$ cat src/rtl/pulse_burst_pkg.sv
// Shared types and default widths for the pulse burst scheduler.
// This package holds the state encoding, the shadow configuration layout and a
// start-time configuration check.
package pulse_burst_pkg;

   localparam int PULSE_WIDTH_WIDTH_DEF  = 8;
   localparam int PULSE_PERIOD_WIDTH_DEF = 16;
   localparam int COUNT_WIDTH_DEF        = 16;

   typedef enum logic [1:0] {
      IDLE = 2'd0,
      ARM  = 2'd1,
      RUN  = 2'd2,
      GAP  = 2'd3
   } state_t;

   // Configuration captured on an accepted start. It stays frozen for the
   // whole sequence.
   typedef struct packed {
      logic [PULSE_WIDTH_WIDTH_DEF-1:0]  width;
      logic [PULSE_PERIOD_WIDTH_DEF-1:0] period;
      logic [COUNT_WIDTH_DEF-1:0]        n_pulses;
      logic [COUNT_WIDTH_DEF-1:0]        n_bursts;
      logic [COUNT_WIDTH_DEF-1:0]        gap;
   } shadow_cfg_t;

   // A zero period or a zero pulse count would never reach a burst end.
   function automatic logic cfg_is_valid(
      input logic [PULSE_PERIOD_WIDTH_DEF-1:0] period,
      input logic [COUNT_WIDTH_DEF-1:0]        n_pulses
   );
      return (period != '0) && (n_pulses != '0);
   endfunction

endpackage

$ cat src/rtl/pulse_burst_gap_timer.sv
// Loadable down-counter that times the idle gap between bursts.
// A load takes priority over a decrement. The counter stops at zero, and
// zero is flagged combinationally from the count register.
module pulse_burst_gap_timer
   import pulse_burst_pkg::*;
#(
   parameter int COUNT_WIDTH = COUNT_WIDTH_DEF
) (
   input  logic                   clk,
   input  logic                   rst,
   input  logic                   load,
   input  logic [COUNT_WIDTH-1:0] load_value,
   input  logic                   dec,
   output logic                   zero
);

   localparam logic [COUNT_WIDTH-1:0] COUNT_ONE = 1;

   logic [COUNT_WIDTH-1:0] count;

   // Count register: load, or step down toward zero while enabled.
   // NOTE: clocked state uses non-blocking assignments so that every register
   // samples the values from before the edge, whatever the evaluation order.
   always_ff @(posedge clk or posedge rst) begin
      if (rst) begin
         count <= '0;
      end else if (load) begin
         count <= load_value;
      end else if (dec && (count != '0)) begin
         count <= count - COUNT_ONE;
      end
   end

   assign zero = (count == '0);

endmodule

$ cat src/rtl/pulse_burst_scheduler.sv
// Sequences an external pulse_generator through bursts of pulses.
// Completed pulses are counted by watching the generator's cnt output.
// The configuration is shadowed on an accepted start, and all outputs are
// registered.
// With the macro PULSE_BURST_TRIGGER_EN defined, the block gains a trig
// input: ARM then holds until trig is sampled high, and every gap returns
// through ARM.
module pulse_burst_scheduler
   import pulse_burst_pkg::*;
#(
   parameter int PULSE_WIDTH_WIDTH  = PULSE_WIDTH_WIDTH_DEF,
   parameter int PULSE_PERIOD_WIDTH = PULSE_PERIOD_WIDTH_DEF,
   parameter int COUNT_WIDTH        = COUNT_WIDTH_DEF
) (
   input  logic                          clk,
   input  logic                          rst,
   input  logic                          start,
   input  logic                          stop,
`ifdef PULSE_BURST_TRIGGER_EN
   input  logic                          trig,
`endif
   input  logic [PULSE_WIDTH_WIDTH-1:0]  cfg_width,
   input  logic [PULSE_PERIOD_WIDTH-1:0] cfg_period,
   input  logic [COUNT_WIDTH-1:0]        cfg_n_pulses,
   input  logic [COUNT_WIDTH-1:0]        cfg_n_bursts,
   input  logic [COUNT_WIDTH-1:0]        cfg_gap,
   input  logic [PULSE_PERIOD_WIDTH-1:0] gen_cnt,
   output logic [PULSE_WIDTH_WIDTH-1:0]  gen_width,
   output logic [PULSE_PERIOD_WIDTH-1:0] gen_period,
   output logic                          gen_rst,
   output logic                          busy,
   output logic                          done,
   output logic                          err,
   output logic [COUNT_WIDTH-1:0]        pulse_cnt,
   output logic [COUNT_WIDTH-1:0]        burst_cnt
);

   localparam logic [PULSE_PERIOD_WIDTH-1:0] PERIOD_ONE = 1;
   localparam logic [COUNT_WIDTH-1:0]        COUNT_ONE  = 1;

`ifdef PULSE_BURST_TRIGGER_EN
   localparam state_t GAP_EXIT = ARM;
`else
   localparam state_t GAP_EXIT = RUN;
`endif

   state_t                 state;
   state_t                 next_state;
   shadow_cfg_t            shadow;
   shadow_cfg_t            shadow_d;
   logic [COUNT_WIDTH-1:0] pulse_cnt_d;
   logic [COUNT_WIDTH-1:0] burst_cnt_d;
   logic [COUNT_WIDTH-1:0] timer_load_value;
   logic                   done_d;
   logic                   err_d;
   logic                   timer_load;
   logic                   timer_dec;
   logic                   timer_zero;
   logic                   arm_go;
   logic                   end_of_period;
   logic                   burst_end;
   logic                   last_burst;

`ifdef PULSE_BURST_TRIGGER_EN
   assign arm_go = trig;
`else
   assign arm_go = 1'b1;
`endif

   // The comparison is made at full width, so a period of 1 ends every cycle.
   assign end_of_period    = (gen_cnt == (shadow.period - PERIOD_ONE));
   assign burst_end        = (pulse_cnt >= (shadow.n_pulses - COUNT_ONE));
   assign last_burst       = (shadow.n_bursts != '0) &&
                             (burst_cnt == (shadow.n_bursts - COUNT_ONE));
   assign timer_load_value = shadow.gap - COUNT_ONE;

   assign gen_width  = shadow.width;
   assign gen_period = shadow.period;

   pulse_burst_gap_timer #(
      .COUNT_WIDTH(COUNT_WIDTH)
   ) u_gap_timer (
      .clk        (clk),
      .rst        (rst),
      .load       (timer_load),
      .load_value (timer_load_value),
      .dec        (timer_dec),
      .zero       (timer_zero)
   );

   // State register.
   always_ff @(posedge clk or posedge rst) begin
      if (rst) begin
         state <= IDLE;
      end else begin
         state <= next_state;
      end
   end

   // Next-state logic, plus the next values of the counters and pulses.
   // NOTE: every signal written here gets a default first; a path that leaves
   // one unassigned would infer a latch.
   always_comb begin
      next_state  = state;
      shadow_d    = shadow;
      pulse_cnt_d = pulse_cnt;
      burst_cnt_d = burst_cnt;
      done_d      = 1'b0;
      err_d       = 1'b0;
      timer_load  = 1'b0;
      timer_dec   = 1'b0;
      case (state)
         IDLE: begin
            // A stop in the same cycle as start wins, and nothing is latched.
            if (start && !stop) begin
               if (!cfg_is_valid(cfg_period, cfg_n_pulses)) begin
                  err_d = 1'b1;
               end else begin
                  shadow_d    = '{width:    cfg_width,
                                  period:   cfg_period,
                                  n_pulses: cfg_n_pulses,
                                  n_bursts: cfg_n_bursts,
                                  gap:      cfg_gap};
                  pulse_cnt_d = '0;
                  burst_cnt_d = '0;
                  next_state  = ARM;
               end
            end
         end
         ARM: begin
            // gen_rst stays high here, which covers the generator's
            // config register.
            if (stop) begin
               next_state = IDLE;
            end else if (arm_go) begin
               next_state = RUN;
            end
         end
         RUN: begin
            if (stop) begin
               next_state = IDLE;
            end else if (end_of_period) begin
               if (!burst_end) begin
                  pulse_cnt_d = pulse_cnt + COUNT_ONE;
               end else begin
                  pulse_cnt_d = '0;
                  burst_cnt_d = burst_cnt + COUNT_ONE;
                  if (last_burst) begin
                     next_state = IDLE;
                     done_d     = 1'b1;
                  end else if (shadow.gap != '0) begin
                     next_state = GAP;
                     timer_load = 1'b1;
                  end
                  // A zero gap stays in RUN. The generator wraps by itself.
               end
            end
         end
         GAP: begin
            if (stop) begin
               next_state = IDLE;
            end else begin
               timer_dec = 1'b1;
               if (timer_zero) begin
                  next_state = GAP_EXIT;
               end
            end
         end
         default: begin
            next_state = IDLE;
         end
      endcase
   end

   // Registered outputs. gen_rst and busy are decoded from the next state, so
   // they line up with the state register.
   always_ff @(posedge clk or posedge rst) begin
      if (rst) begin
         shadow    <= '0;
         gen_rst   <= 1'b1;
         busy      <= 1'b0;
         done      <= 1'b0;
         err       <= 1'b0;
         pulse_cnt <= '0;
         burst_cnt <= '0;
      end else begin
         shadow    <= shadow_d;
         gen_rst   <= (next_state != RUN);
         busy      <= (next_state != IDLE);
         done      <= done_d;
         err       <= err_d;
         pulse_cnt <= pulse_cnt_d;
         burst_cnt <= burst_cnt_d;
      end
   end

endmodule

$ cat config.mk
export PLATFORM = sky130hd
export DESIGN_NAME = pulse_burst_scheduler
export DESIGN_NICKNAME = d
export VERILOG_FILES = /design/src/rtl/pulse_burst_pkg.sv /design/src/rtl/pulse_burst_gap_timer.sv /design/src/rtl/pulse_burst_scheduler.sv
export SDC_FILE = /design/constraint.sdc
export NUM_CORES = 1
export LEC_CHECK = 0
export CAP_MARGIN = 10
export CORE_ASPECT_RATIO = 0.75
export CORE_MARGIN = 10
export CORE_UTILIZATION = 48
export CTS_CLUSTER_SIZE = 30
export DETAILED_ROUTE_END_ITERATION = 16
export PLACE_DENSITY = 0.84
export SYNTH_ARGS = -nofsm -noshare
export SYNTH_HDL_FRONTEND = slang
export SYNTH_HIERARCHICAL = 1
export SYNTH_SLANG_ARGS = --single-unit
$ cat constraint.sdc
create_clock -name clk -period 4.1 [get_ports clk]
set_input_delay 0.41 -clock clk [delete_from_list [all_inputs] [get_ports clk]]
set_output_delay 0.41 -clock clk [all_outputs]
set_load 0.02 [all_outputs]
==> metrics.yaml, run 1 <==
yosys:
  synth_enable_flop_cells: 0
  yosysWarnings: 6
  synth_flop_cell: "dfrtp_1"
  async_flop_share_pct: 100.0
  avgSynthCellArea_um2: 9.923
  syn_nets: 910
  synth_area_mm2: 0.007889
  seq_area_frac_synth_pct: 39.98
  synth_cell_types: 71
  synth_cells: 795
  synth_seq_cells: 126
clocking:
  htreeDepth: 4
  cts_buffers: 17
  clk_pin_slew_worst_paths_ns: 0.06
  clk_latency_ns: 0.42
  root_buffer: "clkbuf_16"
  cts_hold_buf: 0
  cts_sinks: 126
  clockBufferDepth: 2
  cts_tree: "built"
finish:
  drive_gt1_share_pct: 16.26
  layout.nets: 1055
  final_cell_mix: "151 x clkdlybuf4s50_1, 125 x dfrtp_1, 73 x mux2_2"
  mostFrequentLayoutCell: "clkdlybuf4s50_1"
  final_area_mm2: 0.01023
  area_growth_pct: 29.69
  diodes: 0
hold_path:
  hp-class: "in2async"
critical_path:
  cp-start-kind: "flop"
  crit_arrival_ns: 4.31
  cp.required_ns: 4.39
  critPathKind: "reg2reg"
  end_kind: "flop"
  critical_path_peak_fanout: 4
outcome:
  outcome: "complete, no violations"
timing:
  fin_crit_ns: 4.018
  clock.fmax_mhz: 248.9
  tightest_slew_ns: 0.7918
  timing.final.max_slew_violations: 0
  fin_skew_ns: 0.009841
  hold_violations: 0
  maxSlewHeadroom_pct: 46.49
  period_share_pct: 98.01
  fin_ws_ns: 0.08169
  finalSetupViolCount: 0
  setup_tns_ns: 0
  fin_hold_ws_ns: 0.4553
drt:
  vias: 6732
  drc_errors: 0
  drt_pass1_iterations: 6
  dr_wl_met2_um: 9303
  dr_wl_met3_um: 1751
  via_per_inst: 5.788
  drt-met1-wl_um: 9945
  ant_nets: 0
  wl_per_cell_um: 18.25
  routed.top_layer: "met4"
  drtIter0Drc: 706
  routed_wl_um: 21220
power_and_ir_drop:
  power.density_mw_per_mm2: 489.0
  ir_worst_vdd_uv: 284.8
  power_leakage_nw: 4.243
  finalPower_mw: 5.003
placement:
  dp_slack_ns: 0.03218
  port-buffer-count: 151
  gp_congestion: 0.9049
  place_hpwl_um: 15470
  place_area_mm2: 0.009588
floorplan:
  core_region_area_mm2: 0.01607
  initial_core_util_pct: 49.10
  die_area_mm2: 0.02202
  fp.dieH_um: 131.0
  num_io_pins: 152
  die_w_um: 168.0
  num_rows: 40
grt:
  grt.overflow.total: 0
  grt_antenna_before_repair: 0
  grtUsageTotal_pct: 19.26
  grt_pass1_wl_um: 34850
  grt_pass1_vias: 6650
  grt_max_degree: 94
job:
  maxCapViolations: 0
synth_stat cells, drive strengths merged (9+ instances only):
cell type  number  area share [%]
nor2           54             2.6
mux2i          12             1.5
buf            35             3.0
o21a            9            0.86
nand2b         14             1.1
a21oi          23             1.5
nand4          15             1.2
ha             23             3.6
nor4           24             1.9
or4            15             1.5
and2            9            0.71
or3            11            0.87
nor3           29             2.0
o21ai          28             1.8
xor2           34             3.8
clkbuf         13            0.62
mux2           73              10
nand3          20             1.3
inv            29             1.4
xnor2          43             4.8
and3           16             1.3
dfrtp         125              40
nand2          44             2.1
path summary, 6_finish.rpt:
check                                          from                           endpoint  slack (ns)  cells past startpoint
setup / recovery             shadow[37]$_DFFE_PP0P_  u_gap_timer/count[13]$_DFFE_PP0P_        0.08                     18
hold / removal                                  rst                     done$_DFF_PP0_        0.46                      2
setup reg to reg             shadow[37]$_DFFE_PP0P_  u_gap_timer/count[13]$_DFFE_PP0P_        0.08                     18
hold reg to reg            gen_width[0]$_DFFE_PP0P_           gen_width[0]$_DFFE_PP0P_        0.50                      1
max in group asynchronous                       rst             shadow[18]$_DFFE_PP0P_        2.89                      3
min in group clk           gen_width[0]$_DFFE_PP0P_           gen_width[0]$_DFFE_PP0P_        0.50                      1
worst max-delay path, cell delays in order, from the launching register on:
cell     delay, ns
dfrtp_1       0.41
nor4_2        0.31
nand2_1       0.16
or3_4         0.42
nor3_4        0.14
xnor2_1       0.09
ha_1          0.31
a21o_1        0.12
a21o_1        0.13
a21oi_2       0.08
and4_1        0.19
o21a_1        0.12
or3_4         0.37
or3b_4        0.44
nor2_4        0.13
inv_2         0.05
nand2_1       0.07
a21oi_2       0.03
a311o_1       0.30
state kept, by name, summed over array words and instances (netlist names):
name	cells
shadow	48
burst_cnt	16
gen_period	16
pulse_cnt	16
u_gap_timer/count	16
gen_width	8
state	2
busy	1
done	1
err	1
gen_rst	1
per-layer routing:
metal | GRT usage, % | up-vias
met5 | 0 | -
met4 | 5.209 | 0
met3 | 5.073 | 27
met2 | 29.46 | 271
met1 | 26.46 | 3240
li1 | - | 3194
layout make-up:
type,count,area [µm²]
multi-input cells,592,4389
repair buffers,174,1717
fillers,1275,5834
clock inverters,15,171.4
inverters,29,111.4
well taps,210,262.8
flip-flops and latches,126,3154
clock buffers,17,425.4
report_power, final:
part / total [mW] / internal [mW] / switching, mW
logic: 1.54 / 0.817 / 0.726
clock network: 1.54 / 0.914 / 0.623
registers: 1.92 / 1.53 / 0.394
metrics by stage:
| step | instances | util, % |
|---|---|---|
| detailed placement | 1130 | 59.68 |
| floorplan | 795 | - |
| global placement | 1130 | 59.68 |
| finish | 1163 | 63.68 |
| global route | 1163 | 63.68 |
| CTS | 1162 | 63.40 |
logic make-up after synthesis:
kind of cell             count (synthesis)  synth area share, %
AND/OR/NAND/NOR                        290                20.63
buffers and inverters                   77                5.043
XOR/XNOR                                77                8.549
multiplexers                            85                11.94
flip-flops                             126                39.98
AO/OA/AOI/OAI                          117                10.20
adder cells (fa/ha/maj)                 23                3.648
what timing repair did:
action,in CTS,in global routing
setup buffers,0,1
resized for setup,0,10
hold endpoints to repair,0,0
endpoints found under the setup margin,0,22
Power figures use the tool's default switching activity.
==> inputs of run 2 (changes only) <==
--- a/config.mk
+++ b/config.mk
@@ -12,7 +12,7 @@
 export CTS_CLUSTER_SIZE = 30
 export DETAILED_ROUTE_END_ITERATION = 16
 export PLACE_DENSITY = 0.84
+export RECOVER_POWER = 100
 export SYNTH_ARGS = -nofsm -noshare
 export SYNTH_HDL_FRONTEND = slang
-export SYNTH_HIERARCHICAL = 1
 export SYNTH_SLANG_ARGS = --single-unit
==> metrics.yaml, run 2 <==
outcome:
  outcome: "finished, violations left"
  violations: "capacitance limit, slew limit, setup timing"
yosys:
  yosys.area.top_type_share_pct: 40.57  # +0.92 points
  synth_xor_area_share_pct: 8.406  # -0.14 points
  synth_area_leader_cell: "dfrtp_1"
  synth_area_mm2: 0.007710  # -2.3%
  synth_top_family_by_area: "simple AND/OR/NAND/NOR gates"
  synth_simple_gate_area_share_pct: 19.52  # -1.1 points
  synth_flop_cell: "dfrtp_1"
  seq_area_frac_synth_pct: 40.91  # +0.93 points
  async_flop_share_pct: 100.0  # unchanged
  yosysMostFrequentCell: "dfrtp_1"
  synth_compound_area_share_pct: 12.16  # +2.0 points
  avgSynthCellArea_um2: 9.735  # -1.9%
  synthTopCellsByArea: "dfrtp_1 41%, mux2_2 8.2%, xnor2_1 5.0%, nand2_1 3.8%, ha_1 3.6%"
  synth_cell_types: 66  # -7.0%
  synth_seq_cells: 126  # unchanged
  syn_nets: 906  # -0.44%
  muxShareOfSynthArea_pct: 10.13  # -1.8 points
  synth_enable_flop_cells: 0  # unchanged
  yosysWarnings: 0  # -6
  synth_cells: 792  # -0.38%
  synth_fa_ha_area_share_pct: 3.570  # -0.078 points
  synthTopCellsByCount: "125 x dfrtp_1, 78 x nand2_1, 56 x mux2_2"
drt:
  drc_errors: 0  # unchanged
  drt-met1-wl_um: 10150  # +2.0%
  drtIter0Drc: 608  # -14%
  drt_pass1_iterations: 5  # -1
  dr_wl_met2_um: 10470  # +13%
  ant_nets: 0  # unchanged
  vias: 6998  # +4.0%
  routed_wl_um: 22690  # +7.0%
  routed.top_layer: "met4"
  via_per_inst: 5.807  # +0.33%
  wl_per_cell_um: 18.83  # +3.2%
  dr_wl_met3_um: 1706  # -2.6%
clocking:
  root_buffer: "clkbuf_16"
  clk_pin_slew_worst_paths_ns: 0.06  # about the same
  cts_tree: "built"
  clockBufferDepth: 2  # unchanged
  cts_sinks: 126  # unchanged
  clk_latency_ns: 0.42  # about the same
  htreeDepth: 4  # unchanged
  cts_buffers: 17  # unchanged
critical_path:
  critical_path_peak_fanout: 3  # -1
  r2r.worst_path.cells: 23  # +5
  cp-start-kind: "flop"
  crit_chain: "nor3_2, nand2b_1, nor4_4, nand2_1, buf_4, buf_4, buf_4, xor2_1, ha_1, a21o_1, a21o_1, a21oi_2, o21ai_1, a211o_1, o211ai_1, nor3_4, mux2i_1, ha_2, nand2_4, or3_4, a211oi_2, a21oi_1, mux2i_1"
  critical_path.most_common_cell: "buf_4"
  cp_num_buf_inv: 3  # +2
  r2r_setup_slack_ns: -0.30  # -0.38 ns
  regToRegEndpoint: "u_gap_timer.count[8]$_DFFE_PP0P_"
  crit_arrival_ns: 4.75  # +0.44 ns
  end_kind: "flop"
  cp.required_ns: 4.45  # +0.06 ns
  cp_slowest_stage_delay_ns: 0.39  # -0.05 ns
  crit_start: "shadow[34]$_DFFE_PP0P_"
  cp_slowest_cell: "dfrtp_1"
  crit-reg2reg-launch: "shadow[34]$_DFFE_PP0P_"
  cp_top_family: "compound AO/OA/AOI/OAI gates"
  critPathKind: "reg2reg"
finish:
  postLayoutCoreUtil_pct: 66.07  # +2.4 points
  final_cell_mix: "125 x dfrtp_1, 89 x clkdlybuf4s50_1, 75 x nand2_1"
  largest_register: "shadow"
  area_growth_pct: 35.96
  mostFrequentLayoutCell: "dfrtp_1"
  fin_cells: 1205  # +3.6%
  diodes: 0  # unchanged
  largest_register_ffs: 48  # unchanged
  final_area_mm2: 0.01048  # +2.5%
  layout.nets: 1097  # +4.0%
  drive_gt1_share_pct: 19.70  # +3.4 points
power_and_ir_drop:
  p_switching_mw: 2.235  # +28%
  internal_power_mw: 3.806  # +17%
  ir_worst_vdd_uv: 404.9  # +42%
  swShare_pct: 37.00  # +2.1 points
  power.density_mw_per_mm2: 576.2  # +18%
  pwr-share-clk_pct: 24.6  # -6.1 points
  pwr-share-comb_pct: 40.3  # +9.5 points
  sequentialPowerShare_pct: 35.1  # -3.3 points
  power_leakage_nw: 4.395  # +3.6%
hold_path:
  hp-start: "gen_width[1]$_DFFE_PP0P_"
  min_to: "gen_width[1]$_DFFE_PP0P_"
  holdPathStages: 2
  hp-class: "reg2reg"
floorplan:
  initial_core_util_pct: 48.60  # -0.51 points
  die_w_um: 166.3  # -1.0%
  die_area_mm2: 0.02158  # -2.0%
  core_region_area_mm2: 0.01587  # -1.2%
  num_io_pins: 152  # unchanged
  num_rows: 40  # unchanged
  fp.dieH_um: 129.8  # -0.97%
timing:
  rsz0062_at_grt: "yes"
  finalSetupViolCount: 11  # +11
  timing.final.max_slew_violations: 55  # +55
  clock.fmax_mhz: 227.3  # -8.7%
  maxSlewHeadroom_pct: -65.49  # -110 points
  fin_crit_ns: 4.399  # +0.3810 ns
  setup_tns_ns: -1.616  # -1.616 ns
  fin_ws_ns: -0.2994  # -0.3810 ns
  hold_violations: 0  # unchanged
  tightest_slew_ns: 2.469  # +1.677 ns
  fin_skew_ns: 0.01096  # +0.001115 ns
  period_share_pct: 107.3  # +9.3 points
grt:
  grt_antenna_before_repair: 0  # unchanged
  grtUsageTotal_pct: 20.29  # +1.0 points
  grt_pass1_wl_um: 35960  # +3.2%
  grt.overflow.total: 0  # unchanged
  grt_max_degree: 55  # -41%
  grt_pass1_vias: 6879  # +3.4%
placement:
  post-place-cells: 1161  # +2.7%
  place_hpwl_um: 16470  # +6.4%
  gp_congestion: 0.9236  # +2.1%
  place_area_mm2: 0.009738  # +1.6%
  port-buffer-count: 151  # unchanged
job:
  maxCapViolations: 1  # +1
-- run 2: power groups by stage --
stage,logic [mW],registers [mW],clock network (mW)
after floorplan,1.55,2.07,0
after global placement,2.32,2.09,0
after detailed placement,2.40,2.11,0
after CTS,2.43,2.10,1.50
after global routing,2.64,2.18,1.56
final,2.44,2.12,1.48
-- run 2: area by class of cell --
type | instances | area (µm²)
timing repair buffer | 228 | 2090
clock buffer | 21 | 460.4
inverter | 22 | 83.83
clock inverter | 10 | 115.1
multi-input combinational | 588 | 4317
tap | 210 | 262.8
fill | 1239 | 5383
sequential | 126 | 3154
-- run 2: metrics by stage --
| stage | hold WS [ns] | total power, mW | worst slack (ns) |
|---|---|---|---|
| CTS | 0.4757 | 6.029 | -0.1783 |
| global placement | 0.4581 | 4.409 | -0.1261 |
| finish | 0.4671 | 6.040 | -0.2994 |
| detailed placement | 0.4614 | 4.508 | -0.2984 |
| global route | 0.4967 | 6.387 | -0.5540 |
| floorplan | 0.4469 | 3.615 | -0.2237 |
-- run 2: how the worst max path moves through the flow --
stage | end | cells past startpoint
3_5_place_dp | u_gap_timer.count[8]$_DFFE_PP0P_ | 22
4_1_cts | u_gap_timer.count[8]$_DFFE_PP0P_ | 22
6_report | u_gap_timer.count[8]$_DFFE_PP0P_ | 23
5_1_grt | u_gap_timer.count[14]$_DFFE_PP0P_ | 24
3_3_place_gp | u_gap_timer.count[8]$_DFFE_PP0P_ | 22
2_1_floorplan | u_gap_timer.count[8]$_DFFE_PP0P_ | 24
-- run 2: kinds of logic after synthesis --
| logic type | Yosys count |
|---|---|
| compound gates | 142 |
| flops | 126 |
| simple gates | 279 |
| fa+ha+maj | 22 |
| mux | 71 |
| buf+inv | 78 |
| xor+xnor | 74 |
-- run 2: per-layer routing --
layer / vias up / track usage, %
met5: - / 0
met4: 0 / 6.852
met3: 36 / 5.258
met2: 291 / 32.31
met1: 3390 / 26.55
li1: 3281 / -
-- run 2: timing repair --
action / 4_1_cts / 5_1_grt
gates cloned: 0 / 0
pin swaps: 10 / 5
buffers inserted: 7 / 6
setup endpoints to repair: 14 / 26
hold buffers: 0 / 0
resized for setup: 7 / 11
-- run 2: worst register-to-register path: stages, from the launching register on --
cell and delay [ns]:
dfrtp_1 0.39, nor3_2 0.21, nand2b_1 0.14, nor4_4 0.18
nand2_1 0.13, buf_4 0.15, buf_4 0.12, buf_4 0.12
xor2_1 0.14, ha_1 0.32, a21o_1 0.19, a21o_1 0.19
a21oi_2 0.17, o21ai_1 0.09, a211o_1 0.22, o211ai_1 0.24
nor3_4 0.10, mux2i_1 0.18, ha_2 0.26, nand2_4 0.07
or3_4 0.39, a211oi_2 0.15, a21oi_1 0.06, mux2i_1 0.12
==> inputs of run 3 (changes only) <==
--- a/config.mk
+++ b/config.mk
@@ -11,8 +11,10 @@
 export CORE_UTILIZATION = 48
 export CTS_CLUSTER_SIZE = 30
 export DETAILED_ROUTE_END_ITERATION = 16
+export GPL_TIMING_DRIVEN = 0
 export PLACE_DENSITY = 0.84
 export RECOVER_POWER = 100
 export SYNTH_ARGS = -nofsm -noshare
 export SYNTH_HDL_FRONTEND = slang
+export SYNTH_HIERARCHICAL = 1
 export SYNTH_SLANG_ARGS = --single-unit
==> metrics.yaml, run 3 (synthesis gave the netlist of run 1 again) <==
critical_path:
  cp_num_buf_inv: 1  # -2
  cp_slowest_stage_delay_ns: 0.54  # +0.15 ns
  cp-start-kind: "flop"
  r2r_setup_slack_ns: 0.02  # +0.32 ns
  crit_chain: "or4_4, or3_4, nor4_4, xnor2_1, ha_1, nand4_1, a21o_1, and3_1, or3_4, or3b_4, nor2_4, buf_8, nor2_2, a311o_1"
  critical_path.most_common_cell: "or3_4"
  r2r.worst_path.cells: 14  # -39%
  cp_top_family: "simple AND/OR/NAND/NOR gates"
  crit-reg2reg-launch: "shadow[38]$_DFFE_PP0P_"
  cp.required_ns: 4.41  # -0.04 ns
  end_kind: "flop"
  critical_path_peak_fanout: 4  # +1
  crit_arrival_ns: 4.38  # -0.37 ns
  regToRegEndpoint: "u_gap_timer/count[13]$_DFFE_PP0P_"
  cp_slowest_cell: "or4_4"
  critPathKind: "reg2reg"
finish:
  final_cell_mix: "121 x dfrtp_1, 89 x clkdlybuf4s50_1, 72 x mux2_2"
  drive_gt1_share_pct: 19.96  # +0.26 points
  diodes: 0  # unchanged
  area_growth_pct: 33.86
  final_area_mm2: 0.01056  # +0.74%
  mostFrequentLayoutCell: "dfrtp_1"
  largest_register_ffs: 48  # unchanged
  postLayoutCoreUtil_pct: 65.73  # -0.34 points
  layout.nets: 1099  # +0.18%
  largest_register: "shadow"
clocking:
  clockBufferDepth: 2  # unchanged
  clk_pin_slew_worst_paths_ns: 0.06  # about the same
  cts_sinks: 126  # unchanged
  cts_buffers: 17  # unchanged
  cts_tree: "built"
  htreeDepth: 4  # unchanged
  clk_latency_ns: 0.42  # about the same
  root_buffer: "clkbuf_16"
timing:
  fin_crit_ns: 4.077  # -0.3224 ns
  clock.fmax_mhz: 245.3  # +7.9%
  timing.final.max_slew_violations: 113  # +110%
  hold_violations: 0  # unchanged
  maxSlewHeadroom_pct: -19.04  # +46 points
  period_share_pct: 99.44  # -7.9 points
  fin_skew_ns: 0.008560  # -0.002396 ns
  finalSetupViolCount: 0  # -11
  rsz0062_at_grt: "yes"
  tightest_slew_ns: 1.776  # -0.6929 ns
power_and_ir_drop:
  power_leakage_nw: 4.518  # +2.8%
  power.density_mw_per_mm2: 480.1  # -17%
  finalPower_mw: 5.069  # -16%
  ir_worst_vdd_uv: 343.5  # -15%
hold_path:
  holdPathStages: 1  # -1
  hp-start: "gen_width[6]$_DFFE_PP0P_"
  hp-class: "reg2reg"
  min_to: "gen_width[6]$_DFFE_PP0P_"
outcome:
  outcome: "finished, violations left"
  violations: "capacitance limit, slew limit"
grt:
  grtUsageTotal_pct: 19.57  # -0.72 points
  grt_pass1_wl_um: 34970  # -2.8%
  grt_max_degree: 71  # +29%
  grt_antenna_before_repair: 0  # unchanged
  grt.overflow.total: 0  # unchanged
  grt_pass1_vias: 6740  # -2.0%
placement:
  place_area_mm2: 0.009729  # about the same
  place_hpwl_um: 16210  # -1.5%
  gp_congestion: 0.9160  # -0.82%
  port-buffer-count: 151  # unchanged
floorplan:
  initial_core_util_pct: 49.10  # +0.51 points
  num_io_pins: 152  # unchanged
  num_rows: 40  # unchanged
  die_w_um: 168.0  # +1.0%
  core_region_area_mm2: 0.01607  # +1.3%
  die_area_mm2: 0.02202  # +2.0%
  fp.dieH_um: 131.0  # +0.98%
drt:
  wl_per_cell_um: 18.36  # -2.5%
  ant_nets: 0  # unchanged
  drtIter0Drc: 551  # -9.4%
  drc_errors: 0  # unchanged
  routed_wl_um: 22160  # -2.4%
  vias: 6858  # -2.0%
  drt_pass1_iterations: 5  # unchanged
  via_per_inst: 5.682  # -2.2%
job:
  maxCapViolations: 2  # +1
==> run 3: stage by stage <==
stage | cells | setup TNS (ns) | hold WS [ns] | setup WS (ns)
6_report | 1207 | 0 | 0.5083 | 0.02304
5_1_grt | 1207 | -0.7588 | 0.5158 | -0.1003
4_1_cts | 1201 | -0.1234 | 0.4299 | -0.04856
3_5_place_dp | 1157 | -4.325 | 0.4969 | -0.3628
3_3_place_gp | 1156 | -110.92 | 0.4891 | -0.9976
2_1_floorplan | 795 | 0 | 0.3237 | 0.01869
==> run 3: worst max path at each step <==
stage / from / end / cells past startpoint
after floorplan: shadow[38]$_DFFE_PP0P_ / u_gap_timer/count[13]$_DFFE_PP0P_ / 17
after global placement: rst / shadow[9]$_DFFE_PP0P_ / 2
after detailed placement: shadow[38]$_DFFE_PP0P_ / u_gap_timer/count[11]$_DFFE_PP0P_ / 18
after CTS: shadow[39]$_DFFE_PP0P_ / u_gap_timer/count[13]$_DFFE_PP0P_ / 17
after global routing: shadow[38]$_DFFE_PP0P_ / u_gap_timer/count[13]$_DFFE_PP0P_ / 15
final: shadow[38]$_DFFE_PP0P_ / u_gap_timer/count[13]$_DFFE_PP0P_ / 14
==> run 3: report_power, final <==
group	switching [mW]	internal, mW	total (mW)
logic	0.758	0.873	1.63
clock network	0.599	0.905	1.50
registers	0.404	1.53	1.94
==> run 3: routing by layer <==
metal	wire, µm	track usage, %	share of wire [%]	up-vias
met3	1854	6.237	8.4	20
met5	0	0	0	-
met4	190	5.312	0.86	0
met2	9929	30.30	45	243
met1	10190	25.96	46	3320
li1	-	-	-	3275
==> run 3: cell type report <==
type | instances | area [µm²]
Tap cell | 210 | 262.8
Fill cell | 1231 | 5505
Clock buffer | 18 | 429.2
Timing Repair Buffer | 171 | 1663
Sequential cell | 126 | 3159
Inverter | 29 | 112.6
Buffer | 47 | 302.8
Clock inverter | 14 | 155.1
Multi-Input combinational cell | 592 | 4476
==> run 3: what timing repair did <==
item / CTS / global route
buffers inserted: 12 / 7
resized for setup: 15 / 24
hold buffers: 0 / 0
cloned: 0 / 0
pin swaps: 15 / 20
endpoints found under the setup margin: 16 / 36
